===== src/rtl/safety_input_conditioner_pkg.sv =====
// rtl/safety_input_conditioner_pkg.sv - shared types and default timing constants
package safety_pkg;

    typedef enum logic [1:0] {
        OFF   = 2'd0,
        LEFT  = 2'd1,
        RIGHT = 2'd2
    } blinker_state_t;

    localparam int unsigned DEBOUNCE_CYCLES_DEFAULT      = 500000;
    localparam int unsigned BLINK_TIMEOUT_CYCLES_DEFAULT = 1500000000;

    // Press events outrank the timeout; simultaneous left+right presses cancel.
    function automatic blinker_state_t blinker_next(
        input blinker_state_t state,
        input logic           left_press,
        input logic           right_press,
        input logic           timeout
    );
        blinker_state_t nxt;
        nxt = state;
        if (left_press && right_press) begin
            nxt = OFF;
        end else if (left_press) begin
            nxt = (state == LEFT) ? OFF : LEFT;
        end else if (right_press) begin
            nxt = (state == RIGHT) ? OFF : RIGHT;
        end else if (timeout) begin
            nxt = OFF;
        end
        return nxt;
    endfunction

endpackage


===== src/rtl/safety_input_conditioner_if.sv =====
// rtl/safety_input_conditioner_if.sv - raw control inputs and conditioned requests
interface safety_input_conditioner_if;

    logic leftButtonRaw;
    logic rightButtonRaw;
    logic headLightButtonRaw;
    logic hornButtonRaw;
    logic brakeSwitchRaw;
    logic leftBlinker;
    logic rightBlinker;
    logic headLight;
    logic horn;
    logic brakes;

    modport master (
        output leftButtonRaw, rightButtonRaw, headLightButtonRaw, hornButtonRaw, brakeSwitchRaw,
        input  leftBlinker, rightBlinker, headLight, horn, brakes
    );

    modport slave (
        input  leftButtonRaw, rightButtonRaw, headLightButtonRaw, hornButtonRaw, brakeSwitchRaw,
        output leftBlinker, rightBlinker, headLight, horn, brakes
    );

endinterface


===== src/rtl/input_debouncer.sv =====
// rtl/input_debouncer.sv - two-flop synchronizer followed by a stable-count debouncer
module input_debouncer
    import safety_pkg::*;
#(
    parameter int unsigned DEBOUNCE_CYCLES = DEBOUNCE_CYCLES_DEFAULT,
    parameter bit          RESET_LEVEL     = 1'b0
) (
    input  logic i_clk,
    input  logic i_reset,
    input  logic i_raw,
    output logic o_level
);

    localparam int unsigned   CW   = $clog2(DEBOUNCE_CYCLES + 1);
    localparam logic [CW-1:0] LAST = CW'(DEBOUNCE_CYCLES - 1);

    logic          r_sync1;
    logic          r_sync2;
    logic          r_level;
    logic [CW-1:0] r_cnt;

    always_ff @(posedge i_clk) begin
        if (i_reset) begin
            r_sync1 <= RESET_LEVEL;
            r_sync2 <= RESET_LEVEL;
            r_level <= RESET_LEVEL;
            r_cnt   <= '0;
        end else begin
            r_sync1 <= i_raw;
            r_sync2 <= r_sync1;
            if (r_sync2 == r_level) begin
                r_cnt <= '0;
            end else if (r_cnt == LAST) begin
                r_level <= r_sync2;
                r_cnt   <= '0;
            end else begin
                r_cnt <= r_cnt + 1'b1;
            end
        end
    end

    assign o_level = r_level;

endmodule


===== src/rtl/safety_input_conditioner.sv =====
// rtl/safety_input_conditioner.sv - debounces driver controls, latches headlight and blinker requests
module safety_input_conditioner
    import safety_pkg::*;
#(
    parameter int unsigned DEBOUNCE_CYCLES      = DEBOUNCE_CYCLES_DEFAULT,
    parameter int unsigned BLINK_TIMEOUT_CYCLES = BLINK_TIMEOUT_CYCLES_DEFAULT
) (
    input  logic                         CLOCK_50,
    input  logic                         reset,
    safety_input_conditioner_if.slave    bus
);

    localparam logic [30:0] TIMEOUT_LAST = 31'(BLINK_TIMEOUT_CYCLES - 1);

    logic w_left_lvl, w_right_lvl, w_head_lvl, w_horn_lvl, w_brake_lvl;

    input_debouncer #(.DEBOUNCE_CYCLES(DEBOUNCE_CYCLES), .RESET_LEVEL(1'b0)) u_left_db (
        .i_clk(CLOCK_50), .i_reset(reset), .i_raw(bus.leftButtonRaw), .o_level(w_left_lvl));
    input_debouncer #(.DEBOUNCE_CYCLES(DEBOUNCE_CYCLES), .RESET_LEVEL(1'b0)) u_right_db (
        .i_clk(CLOCK_50), .i_reset(reset), .i_raw(bus.rightButtonRaw), .o_level(w_right_lvl));
    input_debouncer #(.DEBOUNCE_CYCLES(DEBOUNCE_CYCLES), .RESET_LEVEL(1'b0)) u_head_db (
        .i_clk(CLOCK_50), .i_reset(reset), .i_raw(bus.headLightButtonRaw), .o_level(w_head_lvl));
    input_debouncer #(.DEBOUNCE_CYCLES(DEBOUNCE_CYCLES), .RESET_LEVEL(1'b0)) u_horn_db (
        .i_clk(CLOCK_50), .i_reset(reset), .i_raw(bus.hornButtonRaw), .o_level(w_horn_lvl));
    // Brake switch is active-low, so it idles (and resets) high.
    input_debouncer #(.DEBOUNCE_CYCLES(DEBOUNCE_CYCLES), .RESET_LEVEL(1'b1)) u_brake_db (
        .i_clk(CLOCK_50), .i_reset(reset), .i_raw(bus.brakeSwitchRaw), .o_level(w_brake_lvl));

    logic           r_left_prev, r_right_prev, r_head_prev;
    logic           w_left_press, w_right_press, w_head_press;
    logic           w_timeout;
    blinker_state_t r_state;
    blinker_state_t w_state_next;
    logic [30:0]    r_tcnt;
    logic           r_headlight;
    logic           r_left_blink;
    logic           r_right_blink;

    assign w_left_press  = w_left_lvl & ~r_left_prev;
    assign w_right_press = w_right_lvl & ~r_right_prev;
    assign w_head_press  = w_head_lvl & ~r_head_prev;
    assign w_timeout     = (r_state != OFF) && (r_tcnt == TIMEOUT_LAST);
    assign w_state_next  = blinker_next(r_state, w_left_press, w_right_press, w_timeout);

    always_ff @(posedge CLOCK_50) begin
        if (reset) begin
            r_left_prev   <= 1'b0;
            r_right_prev  <= 1'b0;
            r_head_prev   <= 1'b0;
            r_headlight   <= 1'b0;
            r_state       <= OFF;
            r_left_blink  <= 1'b0;
            r_right_blink <= 1'b0;
            r_tcnt        <= '0;
        end else begin
            r_left_prev   <= w_left_lvl;
            r_right_prev  <= w_right_lvl;
            r_head_prev   <= w_head_lvl;
            if (w_head_press) begin
                r_headlight <= ~r_headlight;
            end
            r_state       <= w_state_next;
            r_left_blink  <= (w_state_next == LEFT);
            r_right_blink <= (w_state_next == RIGHT);
            if ((w_state_next != r_state) || (r_state == OFF)) begin
                r_tcnt <= '0;
            end else begin
                r_tcnt <= r_tcnt + 31'd1;
            end
        end
    end

    assign bus.leftBlinker  = r_left_blink;
    assign bus.rightBlinker = r_right_blink;
    assign bus.headLight    = r_headlight;
    assign bus.horn         = w_horn_lvl;
    assign bus.brakes       = w_brake_lvl;

endmodule


===== src/flat_wrapper.sv =====
// flat-port wrapper written by rule: the top's interface ports become plain ports
module safety_input_conditioner_flat import safety_pkg::*;
#(
    parameter int unsigned DEBOUNCE_CYCLES      = DEBOUNCE_CYCLES_DEFAULT,
    parameter int unsigned BLINK_TIMEOUT_CYCLES = BLINK_TIMEOUT_CYCLES_DEFAULT
)
  (CLOCK_50, reset, bus_leftButtonRaw, bus_rightButtonRaw, bus_headLightButtonRaw, bus_hornButtonRaw, bus_brakeSwitchRaw, bus_leftBlinker, bus_rightBlinker, bus_headLight, bus_horn, bus_brakes);
  safety_input_conditioner_if bus_i ();
  input  logic CLOCK_50;
  input  logic reset;
  input wire logic [$bits(bus_i.leftButtonRaw)-1:0] bus_leftButtonRaw;
  input wire logic [$bits(bus_i.rightButtonRaw)-1:0] bus_rightButtonRaw;
  input wire logic [$bits(bus_i.headLightButtonRaw)-1:0] bus_headLightButtonRaw;
  input wire logic [$bits(bus_i.hornButtonRaw)-1:0] bus_hornButtonRaw;
  input wire logic [$bits(bus_i.brakeSwitchRaw)-1:0] bus_brakeSwitchRaw;
  output wire logic [$bits(bus_i.leftBlinker)-1:0] bus_leftBlinker;
  output wire logic [$bits(bus_i.rightBlinker)-1:0] bus_rightBlinker;
  output wire logic [$bits(bus_i.headLight)-1:0] bus_headLight;
  output wire logic [$bits(bus_i.horn)-1:0] bus_horn;
  output wire logic [$bits(bus_i.brakes)-1:0] bus_brakes;
  assign bus_i.leftButtonRaw = bus_leftButtonRaw;
  assign bus_i.rightButtonRaw = bus_rightButtonRaw;
  assign bus_i.headLightButtonRaw = bus_headLightButtonRaw;
  assign bus_i.hornButtonRaw = bus_hornButtonRaw;
  assign bus_i.brakeSwitchRaw = bus_brakeSwitchRaw;
  assign bus_leftBlinker = bus_i.leftBlinker;
  assign bus_rightBlinker = bus_i.rightBlinker;
  assign bus_headLight = bus_i.headLight;
  assign bus_horn = bus_i.horn;
  assign bus_brakes = bus_i.brakes;
  safety_input_conditioner #(.DEBOUNCE_CYCLES(DEBOUNCE_CYCLES), .BLINK_TIMEOUT_CYCLES(BLINK_TIMEOUT_CYCLES)) u_core (.CLOCK_50(CLOCK_50), .reset(reset), .bus(bus_i));
endmodule

===== config.mk =====
export PLATFORM = sky130hd
export DESIGN_NAME = safety_input_conditioner_flat
export DESIGN_NICKNAME = d
export VERILOG_FILES = /design/src/rtl/safety_input_conditioner_pkg.sv /design/src/rtl/safety_input_conditioner_if.sv /design/src/rtl/input_debouncer.sv /design/src/rtl/safety_input_conditioner.sv /design/src/flat_wrapper.sv
export SDC_FILE = /design/constraint.sdc
export NUM_CORES = 1
export LEC_CHECK = 0
export CAP_MARGIN = 20
export CORE_ASPECT_RATIO = 1.1
export CORE_MARGIN = 1
export CORE_UTILIZATION = 40
export CTS_BUF_LIST = sky130_fd_sc_hd__clkbuf_4 sky130_fd_sc_hd__clkbuf_8 sky130_fd_sc_hd__clkbuf_16
export DETAILED_ROUTE_END_ITERATION = 10
export DONT_BUFFER_PORTS = 1
export PLACE_DENSITY = 0.66
export SLEW_MARGIN = 15
export SYNTH_ARGS = -nofsm -noshare
export SYNTH_HDL_FRONTEND = slang
export SYNTH_SLANG_ARGS = --single-unit

===== constraint.sdc =====
create_clock -name CLOCK_50 -period 4.7 [get_ports CLOCK_50]
set_input_delay 0.94 -clock CLOCK_50 [delete_from_list [all_inputs] [get_ports CLOCK_50]]
set_output_delay 0.94 -clock CLOCK_50 [all_outputs]
set_load 0.1 [all_outputs]

==> flow_summary.html, run 1 <==
<table>
<tr><th>Metric</th><th>Value</th></tr>
<tr><th colspan="2">Clocking</th></tr>
<tr><td>Post-cts sizing count</td><td>0</td></tr>
<tr><td>Insertion delay to the later sink of the worst-skew pair</td><td>roughly 0.42 ns</td></tr>
<tr><td>Level count of the clock H-tree</td><td>4</td></tr>
<tr><td>Clock tree from TritonCTS</td><td>done</td></tr>
<tr><td>Root cell of the clock tree</td><td>clkbuf_16</td></tr>
<tr><td>Clock slew at the register clock pins of the worst setup and hold paths</td><td>about 0.050 ns</td></tr>
<tr><td>Hold_buf cts</td><td>0</td></tr>
<tr><td>CTS Sinks</td><td>149</td></tr>
<tr><td>Clock Path Buffers</td><td>2</td></tr>
<tr><td>Clock buffers created by TritonCTS</td><td>17</td></tr>
<tr><td>Post-CTS setup repair buffer count</td><td>0</td></tr>
<tr><th colspan="2">Cells and area</th></tr>
<tr><td>Count of placed standard cells in the final layout, fillers left out</td><td>915</td></tr>
<tr><td>Utilization after layout</td><td>46.54%</td></tr>
<tr><td>Post-layout net count</td><td>719</td></tr>
<tr><td>Synthesis-to-finish area growth</td><td>12.50%</td></tr>
<tr><td>Final design instance area without fill</td><td>7062 sq um</td></tr>
<tr><td>Ant. Diodes</td><td>0</td></tr>
<tr><td>Share of layout cells above drive strength 1</td><td>under 10%</td></tr>
<tr><th colspan="2">Floorplan</th></tr>
<tr><td>Placeable core region</td><td>15,170 sq um</td></tr>
<tr><td>Starting Density</td><td>between 40% and 50%</td></tr>
<tr><td>Total die area</td><td>16,200 sq um</td></tr>
<tr><td>Die span in x</td><td>121.4 microns</td></tr>
<tr><td>IO Pins</td><td>12</td></tr>
<tr><td>Vertical die dimension</td><td>133.4 microns</td></tr>
<tr><td>Standard-cell rows</td><td>47</td></tr>
<tr><th colspan="2">Timing</th></tr>
<tr><td>Fmax achieved</td><td>427.0 MHz</td></tr>
<tr><td>Worst slew margin relative to its limit</td><td>32.24%</td></tr>
<tr><td>Final hold violation count</td><td>0</td></tr>
<tr><td>Final number of max-transition violations</td><td>0</td></tr>
<tr><td>Final min period</td><td>approximately 2.3 ns</td></tr>
<tr><td>Part of the cycle the worst path needs</td><td>49.83%</td></tr>
<tr><td>Post-Route Setup TNS</td><td>0 ns</td></tr>
<tr><td>Final setup violation count</td><td>0</td></tr>
<tr><td>Worst Hold Slack</td><td>0.4074 ns</td></tr>
<tr><td>Post-layout worst setup margin</td><td>2.358 ns</td></tr>
<tr><td>Slew @ Worst Pin</td><td>1.015 ns</td></tr>
<tr><td>Clock skew</td><td>0.006901 ns</td></tr>
<tr><td>Unrepaired setup endpoints after global routing</td><td>no</td></tr>
<tr><th colspan="2">Yosys</th></tr>
<tr><td>Share of flip-flops with an asynchronous set or reset</td><td>0%</td></tr>
<tr><td>Ys flop type</td><td>dfxtp_1</td></tr>
<tr><td>Post-Synthesis Net Count</td><td>about 700</td></tr>
<tr><td>Yosys warning count</td><td>0</td></tr>
<tr><td>Netlist area before placement</td><td>6277 sq um</td></tr>
<tr><td>Combinational family with the most area after synthesis</td><td>simple AND/OR/NAND/NOR gates</td></tr>
<tr><td>Synth Area in Simple Gates</td><td>about 30%</td></tr>
<tr><td>Xor/xnor share of the synthesized area</td><td>between 15 and 20%</td></tr>
<tr><td>Seq cells post-synth</td><td>~150</td></tr>
<tr><td>Sequential fraction of the synthesis area</td><td>47.52%</td></tr>
<tr><td>Share of the synthesized area in the top cell type</td><td>a little under half</td></tr>
<tr><td>Post-synth EDFFs</td><td>0</td></tr>
<tr><td>Cell count after synthesis</td><td>705</td></tr>
<tr><td>Synthesized-area fraction occupied by ao, oa, aoi and oai cells</td><td>around 1.1%</td></tr>
<tr><td>Leading cell types by total area after synthesis</td><td>dfxtp_1 (48%), xor2_1 (9.9%), nor2_1 (9.5%)</td></tr>
<tr><td>Share of synthesized cell area in full adder, half adder and majority cells</td><td>under 10%</td></tr>
<tr><td>Mux contribution to synthesized area</td><td>less than 1%</td></tr>
<tr><td>Number of unique standard cell types used by synthesis</td><td>44</td></tr>
<tr><td>Area leader, netlist</td><td>dfxtp_1</td></tr>
<tr><td>Mapped Avg Cell Area</td><td>~9 sq um</td></tr>
<tr><th colspan="2">Drt</th></tr>
<tr><td>Routed Antenna Nets</td><td>0</td></tr>
<tr><td>DR vias/cell</td><td>a little under 5</td></tr>
<tr><td>Routed Wire Length</td><td>10,450 microns</td></tr>
<tr><td>1st-pass router iterations</td><td>4</td></tr>
<tr><td>Residual DRC</td><td>0</td></tr>
<tr><td>Routed wirelength normalized by instance count</td><td>11.42 microns</td></tr>
<tr><td>Drt initial violations</td><td>~190</td></tr>
<tr><td>Routed via count</td><td>4,451</td></tr>
<tr><th colspan="2">Global route</th></tr>
<tr><td>Maximum number of pins on one net before global-route repair</td><td>32</td></tr>
<tr><td>Antenna violations before repair</td><td>0</td></tr>
<tr><td>GRT Total Usage</td><td>between 10 and 15%</td></tr>
<tr><td>Remaining Overflow, GRT</td><td>0</td></tr>
<tr><td>First-pass GRT wire length</td><td>between 15,000 and 20,000 microns</td></tr>
<tr><td>Vias in the first global route</td><td>4,307</td></tr>
<tr><th colspan="2">Placement</th></tr>
<tr><td>HPWL reported at the end of detailed placement</td><td>6902 microns</td></tr>
<tr><td>Worst-case setup slack after placement</td><td>about 2.5 ns</td></tr>
<tr><td>Buffers added on ports</td><td>0</td></tr>
<tr><td>Routability-driven placement congestion ratio</td><td>0.7508</td></tr>
<tr><td>Inst Count DP</td><td>883</td></tr>
<tr><td>Standard cell area after detailed placement</td><td>6424 sq um</td></tr>
<tr><th colspan="2">Hold path</th></tr>
<tr><td>Start point of the worst min-delay path</td><td>u_core.u_brake_db.r_sync1</td></tr>
<tr><td>Worst hold path class</td><td>reg -&gt; reg</td></tr>
<tr><td>Hold worst-path end</td><td>u_core.u_brake_db.r_sync2</td></tr>
<tr><td>Hold Path Cell Cnt</td><td>1</td></tr>
<tr><th colspan="2">Flow run</th></tr>
<tr><td># Max-Cap Violations</td><td>0</td></tr>
<tr><th colspan="2">Worst setup path</th></tr>
<tr><td>End of the worst register-to-register path</td><td>u_core.r_tcnt[8]</td></tr>
<tr><td>Setup slack of the most critical reg-to-reg path</td><td>approximately 2.5 ns</td></tr>
<tr><td>R2r startpoint</td><td>u_core.r_tcnt[0]</td></tr>
<tr><td>Critical path data required time</td><td>between 3 and 4 ns</td></tr>
<tr><td>Setup crit start</td><td>u_core.u_horn_db.o_level</td></tr>
<tr><td>Element type at the critical path start</td><td>flop</td></tr>
<tr><td>Critical Path End Type</td><td>output pin</td></tr>
<tr><td>Category of the most critical setup path</td><td>reg -&gt; out</td></tr>
<tr><td>Logic depth of the worst register-to-register path</td><td>6</td></tr>
<tr><td>Arrival time reported for the critical path endpoint</td><td>1.40 ns</td></tr>
<tr><td>Largest fanout on the critical path</td><td>3</td></tr>
<tr><th colspan="2">Power and ir drop</th></tr>
<tr><td>Total power draw</td><td>about 2.7 mW</td></tr>
<tr><td>Worst IR Drop VDD</td><td>0.2639 mV</td></tr>
<tr><td>Reported leakage power</td><td>2.295 nW</td></tr>
<tr><td>Ratio of total power to cell area</td><td>about 390 nW/um^2</td></tr>
<tr><th colspan="2">Status</th></tr>
<tr><td>Status</td><td>finished, final reports clean</td></tr>
</table>
-- power by group --
group	internal (mW)	switching (mW)	leakage (nW)
clock network	0.945	0.497	0.321
logic	0.00492	0.00871	0.772
registers	1.27	0.00285	1.20
total	2.22	0.509	2.30
-- area by class of cell --
cell class                      instances  area (sq um)
Multi-Input combinational cell        520          3128
Fill cell                            1490          8110
Tap cell                              196         245.2
Clock buffer                           23         489.2
Sequential cell                       149          2983
Inverter                               18         67.56
Clock inverter                          9         148.9
-- registers in the layout, summed over array words and instances, names as in the netlist, 2 cells and up --
name	cells
u_core.u_right_db.r_cnt	19
u_core.r_state	2
u_core.u_head_db.r_cnt	19
u_core.u_brake_db.r_cnt	19
u_core.u_left_db.r_cnt	19
u_core.r_tcnt	31
u_core.u_horn_db.r_cnt	19
-- cells by family after synthesis --
logic type,Yosys count
simple gates,381
mux,4
buf+inv,36
xor+xnor,118
flops,149
compound gates,11
fa+ha+maj,6
-- layout by cell type (no fill, tap or decap), drive strengths merged, types with 3 or more instances in the layout --
cell type,synthesis,final
a21oi,4,4
and2,4,4
and3,17,17
and4,5,5
bufinv,0,4
clkbuf,7,23
clkinv,0,5
dfxtp,149,149
ha,6,6
inv,18,18
mux2i,4,4
nand2,31,31
nand2b,4,4
nand3,62,62
nand4,29,29
nor2,159,159
nor2b,15,15
nor3,25,25
nor4,9,9
nor4b,7,7
or2,3,3
or3,4,4
xnor2,47,47
xor2,71,71
-- synthesized netlist by cell type, drive strengths merged, types with 3 or more instances --
cell type	count
a21oi	4
and2	4
and3	17
nor4	9
inv	18
or2	3
nor3	25
nor2	159
xnor2	47
xor2	71
dfxtp	149
mux2i	4
clkbuf	7
nand4	29
nand2b	4
nand3	62
and4	5
buf	11
ha	6
nor2b	15
nor4b	7
or3	4
nand2	31
-- metal layers --
layer  wire, microns  global-route usage [%]  up-vias  part of all wire (%)
met5               0                       0        -                     0
met4             129                   5.556        0                   1.2
met3             328                   4.880       12                   3.1
met2            4673                   22.44       32                    45
met1            5318                   17.30     2042                    51
li1                -                       -     2365                     -
-- worst max-delay path by stage --
| stage | end | slack (ns) | cells past startpoint |
|---|---|---|---|
| 3_5_place_dp | u_core.r_tcnt[8] | 2.53 | 6 |
| 6_report | bus_horn | 2.36 | 0 |
| 3_3_place_gp | u_core.u_horn_db.r_cnt[5] | 2.63 | 3 |
| 2_1_floorplan | u_core.u_head_db.r_cnt[11] | 2.70 | 6 |
| 5_1_grt | u_core.r_tcnt[30] | 2.29 | 6 |
| 4_1_cts | bus_horn | 2.33 | 0 |
(Power assumes the default switching activity.)
==> run 2, diff against run 1 <==
PLACE_DENSITY = 0.68   (was 0.66)
clock period = 2.1 ns   (was 4.7 ns; I/O delays follow)
==> run 2 against run 1 <==
Compared with the run above: critical path depth is 5 higher; global-route usage is 0.26 points higher; die area stayed put; clock-buffer cell count is 1 higher; utilization is 0.98 points higher; highest routed layer unchanged.
==> flow_summary.html, run 2 (synthesis gave the netlist of run 1 again) <==
<table>
<tr><th>Metric</th><th>Value</th></tr>
<tr><th colspan="2">Clocking</th></tr>
<tr><td>Insertion delay to the later sink of the worst-skew pair</td><td>0.42 ns (about the same)</td></tr>
<tr><td>Post-CTS setup repair buffer count</td><td>0 (unchanged)</td></tr>
<tr><td>Post-cts sizing count</td><td>0 (unchanged)</td></tr>
<tr><td>Root cell of the clock tree</td><td>clkbuf_16</td></tr>
<tr><td>Clock buffers created by TritonCTS</td><td>17 (unchanged)</td></tr>
<tr><td>Clock Path Buffers</td><td>2 (unchanged)</td></tr>
<tr><td>CTS Sinks</td><td>149 (unchanged)</td></tr>
<tr><td>Level count of the clock H-tree</td><td>4 (unchanged)</td></tr>
<tr><td>Hold_buf cts</td><td>0 (unchanged)</td></tr>
<tr><td>Clock slew at the register clock pins of the worst setup and hold paths</td><td>0.06 ns (about the same)</td></tr>
<tr><td>Clock tree from TritonCTS</td><td>done</td></tr>
<tr><th colspan="2">Floorplan</th></tr>
<tr><td>IO Pins</td><td>12 (unchanged)</td></tr>
<tr><td>Total die area</td><td>16,200 sq um (unchanged)</td></tr>
<tr><td>Die span in x</td><td>121.4 microns (unchanged)</td></tr>
<tr><td>Standard-cell rows</td><td>47 (unchanged)</td></tr>
<tr><td>Placeable core region</td><td>15,170 sq um (unchanged)</td></tr>
<tr><td>Vertical die dimension</td><td>133.4 microns (unchanged)</td></tr>
<tr><td>Starting Density</td><td>41.37% (unchanged)</td></tr>
<tr><th colspan="2">Timing</th></tr>
<tr><td>Post-Route Setup TNS</td><td>0 ns (unchanged)</td></tr>
<tr><td>Post-layout worst setup margin</td><td>0.2359 ns (-2.122 ns)</td></tr>
<tr><td>Final hold violation count</td><td>0 (unchanged)</td></tr>
<tr><td>Final min period</td><td>about 1.9 ns</td></tr>
<tr><td>Fmax achieved</td><td>between 500 and 600 MHz</td></tr>
<tr><td>Part of the cycle the worst path needs</td><td>about nine tenths</td></tr>
<tr><td>Final number of max-transition violations</td><td>0 (unchanged)</td></tr>
<tr><td>Unrepaired setup endpoints after global routing</td><td>no</td></tr>
<tr><td>Slew @ Worst Pin</td><td>0.6103 ns (-0.4047 ns)</td></tr>
<tr><td>Worst slew margin relative to its limit</td><td>59.31% (+27 points)</td></tr>
<tr><td>Clock skew</td><td>0.006395 ns (-0.0005065 ns)</td></tr>
<tr><td>Final setup violation count</td><td>0 (unchanged)</td></tr>
<tr><th colspan="2">Cells and area</th></tr>
<tr><td>Register containing the most flip-flops in the final layout</td><td>u_core.r_tcnt</td></tr>
<tr><td>Leading cell type in the layout, fill and taps excluded</td><td>nor2_1</td></tr>
<tr><td>Filler cell count</td><td>1,437 (-3.6%)</td></tr>
<tr><td>Most frequent cells in the layout</td><td>nor2_1 (159), dfxtp_1 (149), xor2_1 (71)</td></tr>
<tr><td>Ant. Diodes</td><td>0 (unchanged)</td></tr>
<tr><td>Synthesis-to-finish area growth</td><td>14.87%</td></tr>
<tr><td>Post-layout net count</td><td>735 (+2.2%)</td></tr>
<tr><td>Largest register FFs</td><td>31 (unchanged)</td></tr>
<tr><td>Share of layout cells above drive strength 1</td><td>8.571% (+2.3 points)</td></tr>
<tr><th colspan="2">Hold path</th></tr>
<tr><td>Start point of the worst min-delay path</td><td>reset</td></tr>
<tr><td>Hold worst-path end</td><td>u_core.r_head_prev</td></tr>
<tr><td>Hold Path Cell Cnt</td><td>1 (unchanged)</td></tr>
<tr><td>Worst hold path class</td><td>in -&gt; reg</td></tr>
<tr><th colspan="2">Drt</th></tr>
<tr><td>1st-pass router iterations</td><td>4 (unchanged)</td></tr>
<tr><td>Routed Wire Length</td><td>10,620 microns (+1.6%)</td></tr>
<tr><td>DR vias/cell</td><td>4.835 (-0.61%)</td></tr>
<tr><td>Routed wirelength normalized by instance count</td><td>11.41 microns (-0.11%)</td></tr>
<tr><td>Drt initial violations</td><td>208 (+11%)</td></tr>
<tr><td>Residual DRC</td><td>0 (unchanged)</td></tr>
<tr><td>Routed Antenna Nets</td><td>0 (unchanged)</td></tr>
<tr><td>Routed via count</td><td>4,501 (+1.1%)</td></tr>
<tr><th colspan="2">Status</th></tr>
<tr><td>Status</td><td>finished, final reports clean</td></tr>
<tr><th colspan="2">Placement</th></tr>
<tr><td>Routability-driven placement congestion ratio</td><td>0.7416 (-1.2%)</td></tr>
<tr><td>Buffers added on ports</td><td>0 (unchanged)</td></tr>
<tr><td>Worst-case setup slack after placement</td><td>0.1008 ns (-2.430 ns)</td></tr>
<tr><td>HPWL reported at the end of detailed placement</td><td>6925 microns (+0.32%)</td></tr>
<tr><th colspan="2">Worst setup path</th></tr>
<tr><td>Element type at the critical path start</td><td>flop</td></tr>
<tr><td>Arrival time reported for the critical path endpoint</td><td>2.21 ns (+0.81 ns)</td></tr>
<tr><td>Ordered list of cells on the worst path</td><td>ha_1 &gt; and4_1 &gt; and4_1 &gt; or3_1 &gt; a21oi_1</td></tr>
<tr><td>CP peak stage delay</td><td>0.59 ns</td></tr>
<tr><td>Critical path data required time</td><td>2.45 ns (-1.31 ns)</td></tr>
<tr><td>Highest-delay cell along the critical path</td><td>or3_1</td></tr>
<tr><td>End of the worst register-to-register path</td><td>u_core.u_horn_db.r_cnt[5]</td></tr>
<tr><td>Setup slack of the most critical reg-to-reg path</td><td>0.24 ns (-2.29 ns)</td></tr>
<tr><td>Category of the most critical setup path</td><td>reg -&gt; reg</td></tr>
<tr><td>Logic depth of the worst register-to-register path</td><td>5 (-1)</td></tr>
<tr><td>Critical Path End Type</td><td>flop</td></tr>
<tr><td>Cell with the most instances on the worst path</td><td>and4_1</td></tr>
<tr><td>Largest fanout on the critical path</td><td>19 (+16)</td></tr>
<tr><td>R2r startpoint</td><td>u_core.u_horn_db.r_cnt[0]</td></tr>
<tr><th colspan="2">Flow run</th></tr>
<tr><td># Max-Cap Violations</td><td>0 (unchanged)</td></tr>
<tr><th colspan="2">Global route</th></tr>
<tr><td>Vias in the first global route</td><td>4,259 (-1.1%)</td></tr>
<tr><td>Remaining Overflow, GRT</td><td>0 (unchanged)</td></tr>
<tr><td>Antenna violations before repair</td><td>0 (unchanged)</td></tr>
<tr><td>GRT Total Usage</td><td>14.35% (+0.26 points)</td></tr>
<tr><td>Maximum number of pins on one net before global-route repair</td><td>32 (unchanged)</td></tr>
<tr><td>First-pass GRT wire length</td><td>18,790 microns (+1.4%)</td></tr>
<tr><th colspan="2">Power and ir drop</th></tr>
<tr><td>Reported leakage power</td><td>2.381 nW (+3.7%)</td></tr>
<tr><td>Worst IR Drop VDD</td><td>0.6025 mV (+130%)</td></tr>
<tr><td>Ratio of total power to cell area</td><td>850.2 nW/um^2 (+120%)</td></tr>
</table>
## run 2: per-layer routing
layer | up-vias | global-route usage (%) | share of wire, %
met2 | 30 | 22.00 | 46
met4 | 0 | 5.693 | 0.72
met1 | 2066 | 18.34 | 50
met3 | 9 | 4.966 | 3.1
met5 | - | 0 | 0
li1 | 2396 | - | -
## run 2: how the worst max path moves through the flow
stage                                   start                         end  cells after the start
floorplan            u_core.u_horn_db.o_level  u_core.u_horn_db.r_cnt[10]                      5
global placement             u_core.r_tcnt[0]           u_core.r_tcnt[20]                      6
detailed placement           u_core.r_tcnt[0]           u_core.r_tcnt[21]                      6
CTS                          u_core.r_tcnt[0]           u_core.r_tcnt[24]                      6
global route                 u_core.r_tcnt[0]           u_core.r_tcnt[28]                      7
finish              u_core.u_horn_db.r_cnt[0]   u_core.u_horn_db.r_cnt[5]                      5
## run 2: final cells by class
cell class                      count  area [sq um]  area share, %
Multi-Input combinational cell    521          3159          43.81
Sequential cell                   149          2983          41.37
Clock buffer                       24         496.7          6.889
Tap cell                          196         245.2          3.401
Clock inverter                      8         146.4          2.030
Timing Repair Buffer               15         112.6          1.562
Inverter                           18         67.56         0.9370
## run 2: where the power goes
part / switching, mW / internal, mW / total, mW
sequential: 0.00617 / 2.84 / 2.85
combinational: 0.0207 / 0.0129 / 0.0336
clock: 1.12 / 2.13 / 3.25
total: 1.15 / 4.98 / 6.13
## run 2: through the flow
| step | cell area [sq um] | power, mW | hold slack, ns | cells | utilization, % |
|---|---|---|---|---|---|
| 4_1_cts | 7179 | 6.201 | 0.04930 | 930 | 47.32 |
| 5_1_grt | 7211 | 6.341 | 0.04247 | 931 | 47.53 |
| 6_report | 7211 | 6.130 | 0.06946 | 931 | 47.53 |
| 3_3_place_gp | 6536 | 2.940 | 0.3939 | 898 | 43.08 |
| 3_5_place_dp | 6536 | 2.941 | 0.3954 | 898 | 43.08 |
| 2_1_floorplan | 6277 | 2.940 | 0.3895 | 705 | - |
## run 2: worst max-delay path, delay by kind of cell (launching register included)
family	cells	cell delay, ns
fa+ha+maj	1	0.24
compound gates	1	0.20
simple gates	3	1.02
flops	1	0.33
==> run 3, diff against run 2 <==
CAP_MARGIN = 0   (was 20)
CORE_ASPECT_RATIO = 2   (was 1.1)
==> run 3 against run 2 <==
Compared with the run above: clock power shrank 2%; sequential share of layout area grew 0.21 points; non-clock buffer count grew 1; setup slack lost 0.063 ns; clock-buffer cell count shrank 2; critical path type unchanged; critical endpoint is now u_core.r_tcnt[21]; largest power group unchanged.
==> flow_summary.html, run 3 (synthesis gave the netlist of run 1 again) <==
<table>
<tr><th>Metric</th><th>Value</th></tr>
<tr><th colspan="2">Status</th></tr>
<tr><td>Status</td><td>finished, final reports clean</td></tr>
<tr><th colspan="2">Timing</th></tr>
<tr><td>Slew @ Worst Pin</td><td>0.6434 ns (+0.03311 ns)</td></tr>
<tr><td>Final setup violation count</td><td>0 (unchanged)</td></tr>
<tr><td>Worst slew margin relative to its limit</td><td>57.11% (-2.2 points)</td></tr>
<tr><td>Unrepaired setup endpoints after global routing</td><td>no</td></tr>
<tr><td>Final min period</td><td>1.927 ns (+0.06326 ns)</td></tr>
<tr><td>Clock skew</td><td>0.009460 ns (+0.003065 ns)</td></tr>
<tr><td>Post-Route Setup TNS</td><td>0 ns (unchanged)</td></tr>
<tr><td>Fmax achieved</td><td>518.9 MHz (-3.3%)</td></tr>
<tr><td>Final number of max-transition violations</td><td>0 (unchanged)</td></tr>
<tr><td>Final hold violation count</td><td>0 (unchanged)</td></tr>
<tr><td>Part of the cycle the worst path needs</td><td>91.78% (+3.0 points)</td></tr>
<tr><th colspan="2">Clocking</th></tr>
<tr><td>Clock buffers created by TritonCTS</td><td>17 (unchanged)</td></tr>
<tr><td>Clock Path Buffers</td><td>2 (unchanged)</td></tr>
<tr><td>CTS Sinks</td><td>149 (unchanged)</td></tr>
<tr><td>Level count of the clock H-tree</td><td>4 (unchanged)</td></tr>
<tr><td>Post-CTS setup repair buffer count</td><td>0 (unchanged)</td></tr>
<tr><td>Root cell of the clock tree</td><td>clkbuf_16</td></tr>
<tr><td>Clock slew at the register clock pins of the worst setup and hold paths</td><td>0.06 ns (about the same)</td></tr>
<tr><td>Insertion delay to the later sink of the worst-skew pair</td><td>0.42 ns (about the same)</td></tr>
<tr><td>Hold_buf cts</td><td>0 (unchanged)</td></tr>
<tr><td>Post-cts sizing count</td><td>0 (unchanged)</td></tr>
<tr><td>Clock tree from TritonCTS</td><td>done</td></tr>
<tr><th colspan="2">Worst setup path</th></tr>
<tr><td>Ordered list of cells on the worst path</td><td>ha_1 &gt; nand4_1 &gt; nor3_1 &gt; a31oi_1 &gt; nand3b_4 &gt; nor2_1</td></tr>
<tr><td>Highest-delay cell along the critical path</td><td>dfxtp_1</td></tr>
<tr><td>Arrival time reported for the critical path endpoint</td><td>2.23 ns (+0.02 ns)</td></tr>
<tr><td>CP peak stage delay</td><td>0.37 ns (-0.22 ns)</td></tr>
<tr><td>Top delay family on crit path</td><td>simple AND/OR/NAND/NOR gates</td></tr>
<tr><td>Critical path data required time</td><td>2.40 ns (-0.05 ns)</td></tr>
<tr><td>Critical Path End Type</td><td>flop</td></tr>
<tr><td>Largest fanout on the critical path</td><td>31 (+12)</td></tr>
<tr><td>Worst path buffer plus inverter count</td><td>0 (unchanged)</td></tr>
<tr><td>Element type at the critical path start</td><td>flop</td></tr>
<tr><td>Category of the most critical setup path</td><td>reg -&gt; reg</td></tr>
<tr><th colspan="2">Drt</th></tr>
<tr><td>Routed via count</td><td>4,675 (+3.9%)</td></tr>
<tr><td>Drt initial violations</td><td>152 (-27%)</td></tr>
<tr><td>Routed Wire Length</td><td>11,490 microns (+8.2%)</td></tr>
<tr><td>Residual DRC</td><td>0 (unchanged)</td></tr>
<tr><td>DR vias/cell</td><td>5.011 (+3.6%)</td></tr>
<tr><td>Routed wirelength normalized by instance count</td><td>12.31 microns (+7.9%)</td></tr>
<tr><td>1st-pass router iterations</td><td>5 (+1)</td></tr>
<tr><td>Routed Antenna Nets</td><td>0 (unchanged)</td></tr>
<tr><th colspan="2">Floorplan</th></tr>
<tr><td>Vertical die dimension</td><td>179.2 microns (+34%)</td></tr>
<tr><td>IO Pins</td><td>12 (unchanged)</td></tr>
<tr><td>Placeable core region</td><td>15,290 sq um (+0.81%)</td></tr>
<tr><td>Die span in x</td><td>90.58 microns (-25%)</td></tr>
<tr><td>Total die area</td><td>16,230 sq um (+0.19%)</td></tr>
<tr><td>Starting Density</td><td>41.04% (-0.33 points)</td></tr>
<tr><td>Standard-cell rows</td><td>64 (+36%)</td></tr>
<tr><th colspan="2">Global route</th></tr>
<tr><td>GRT Total Usage</td><td>15.53% (+1.2 points)</td></tr>
<tr><td>Maximum number of pins on one net before global-route repair</td><td>32 (unchanged)</td></tr>
<tr><td>First-pass GRT wire length</td><td>20,360 microns (+8.3%)</td></tr>
<tr><td>Vias in the first global route</td><td>4,729 (+11%)</td></tr>
<tr><td>Antenna violations before repair</td><td>0 (unchanged)</td></tr>
<tr><td>Remaining Overflow, GRT</td><td>0 (unchanged)</td></tr>
<tr><th colspan="2">Cells and area</th></tr>
<tr><td>Filler cell count</td><td>1,444 (+0.49%)</td></tr>
<tr><td>Most frequent cells in the layout</td><td>nor2_1 (159), dfxtp_1 (149), xor2_1 (71)</td></tr>
<tr><td>Share of layout cells above drive strength 1</td><td>8.299% (-0.27 points)</td></tr>
<tr><td>Synthesis-to-finish area growth</td><td>14.29%</td></tr>
<tr><td>Register containing the most flip-flops in the final layout</td><td>u_core.r_tcnt</td></tr>
<tr><td>Utilization after layout</td><td>46.91% (-0.62 points)</td></tr>
<tr><td>Largest register FFs</td><td>31 (unchanged)</td></tr>
<tr><td>Leading cell type in the layout, fill and taps excluded</td><td>nor2_1</td></tr>
<tr><td>Post-layout net count</td><td>735 (unchanged)</td></tr>
<tr><td>Ant. Diodes</td><td>0 (unchanged)</td></tr>
<tr><th colspan="2">Flow run</th></tr>
<tr><td># Max-Cap Violations</td><td>0 (unchanged)</td></tr>
<tr><th colspan="2">Placement</th></tr>
<tr><td>Buffers added on ports</td><td>0 (unchanged)</td></tr>
<tr><td>HPWL reported at the end of detailed placement</td><td>8064 microns (+16%)</td></tr>
<tr><td>Routability-driven placement congestion ratio</td><td>0.8122 (+9.5%)</td></tr>
<tr><th colspan="2">Power and ir drop</th></tr>
<tr><td>Reported leakage power</td><td>2.351 nW (-1.3%)</td></tr>
<tr><td>Total power draw</td><td>6.055 mW (-1.2%)</td></tr>
<tr><td>Worst IR Drop VDD</td><td>0.3456 mV (-43%)</td></tr>
<tr><td>Ratio of total power to cell area</td><td>844.0 nW/um^2 (-0.73%)</td></tr>
<tr><th colspan="2">Hold path</th></tr>
<tr><td>Worst hold path class</td><td>in -&gt; reg</td></tr>
</table>
run 3: final cells by class:
class / instances / area [sq um] / share of cell area, %
Multi-Input combinational cell: 520 / 3128 / 43.60
Sequential cell: 149 / 2983 / 41.58
Clock buffer: 22 / 481.7 / 6.714
Tap cell: 198 / 247.7 / 3.453
Clock inverter: 10 / 146.4 / 2.040
Timing Repair Buffer: 16 / 120.1 / 1.674
Inverter: 18 / 67.56 / 0.9418
run 3: metal layers:
layer / wire length [microns] / vias to the layer above / track usage, %
li1: - / 2397 / -
met1: 4582 / 2213 / 14.90
met2: 6387 / 43 / 30.59
met3: 228 / 22 / 3.308
met4: 289 / 0 / 7.728
met5: 0 / - / 0
run 3: report_power, final:
part | switching (mW) | internal (mW)
Clock | 1.18 | 2.00
Sequential | 0.00676 | 2.84
Combinational | 0.0200 | 0.0135
run 3: worst paths after layout:
path,depth (start not counted),slack [ns],from,endpoint
min reg2reg,1,0.42,u_core.u_brake_db.r_sync1,u_core.u_brake_db.r_sync2
max,6,0.17,u_core.r_tcnt[0],u_core.r_tcnt[21]
min,1,0.07,reset,u_core.u_horn_db.o_level
max reg2reg,6,0.17,u_core.r_tcnt[0],u_core.r_tcnt[21]
run 3: per-stage QoR:
step                      instance area [sq um]  setup WS (ns)  hold WS (ns)  instances
after floorplan                            6277         0.1353        0.3895        705
after global routing                       7174        0.01319       0.05562        933
after CTS                                  7174         0.1340       0.05432        933
after detailed placement                   6546         0.1447        0.4021        901
final                                      7174         0.1727       0.06726        933
after global placement                     6546         0.1832        0.4053        901
run 3: worst reg2reg max path: stages (launching register included):
cell and delay, ns:
dfxtp_1 0.37, ha_1 0.22, nand4_1 0.27, nor3_1 0.31, a31oi_1 0.21, nand3b_4 0.34, nor2_1 0.10
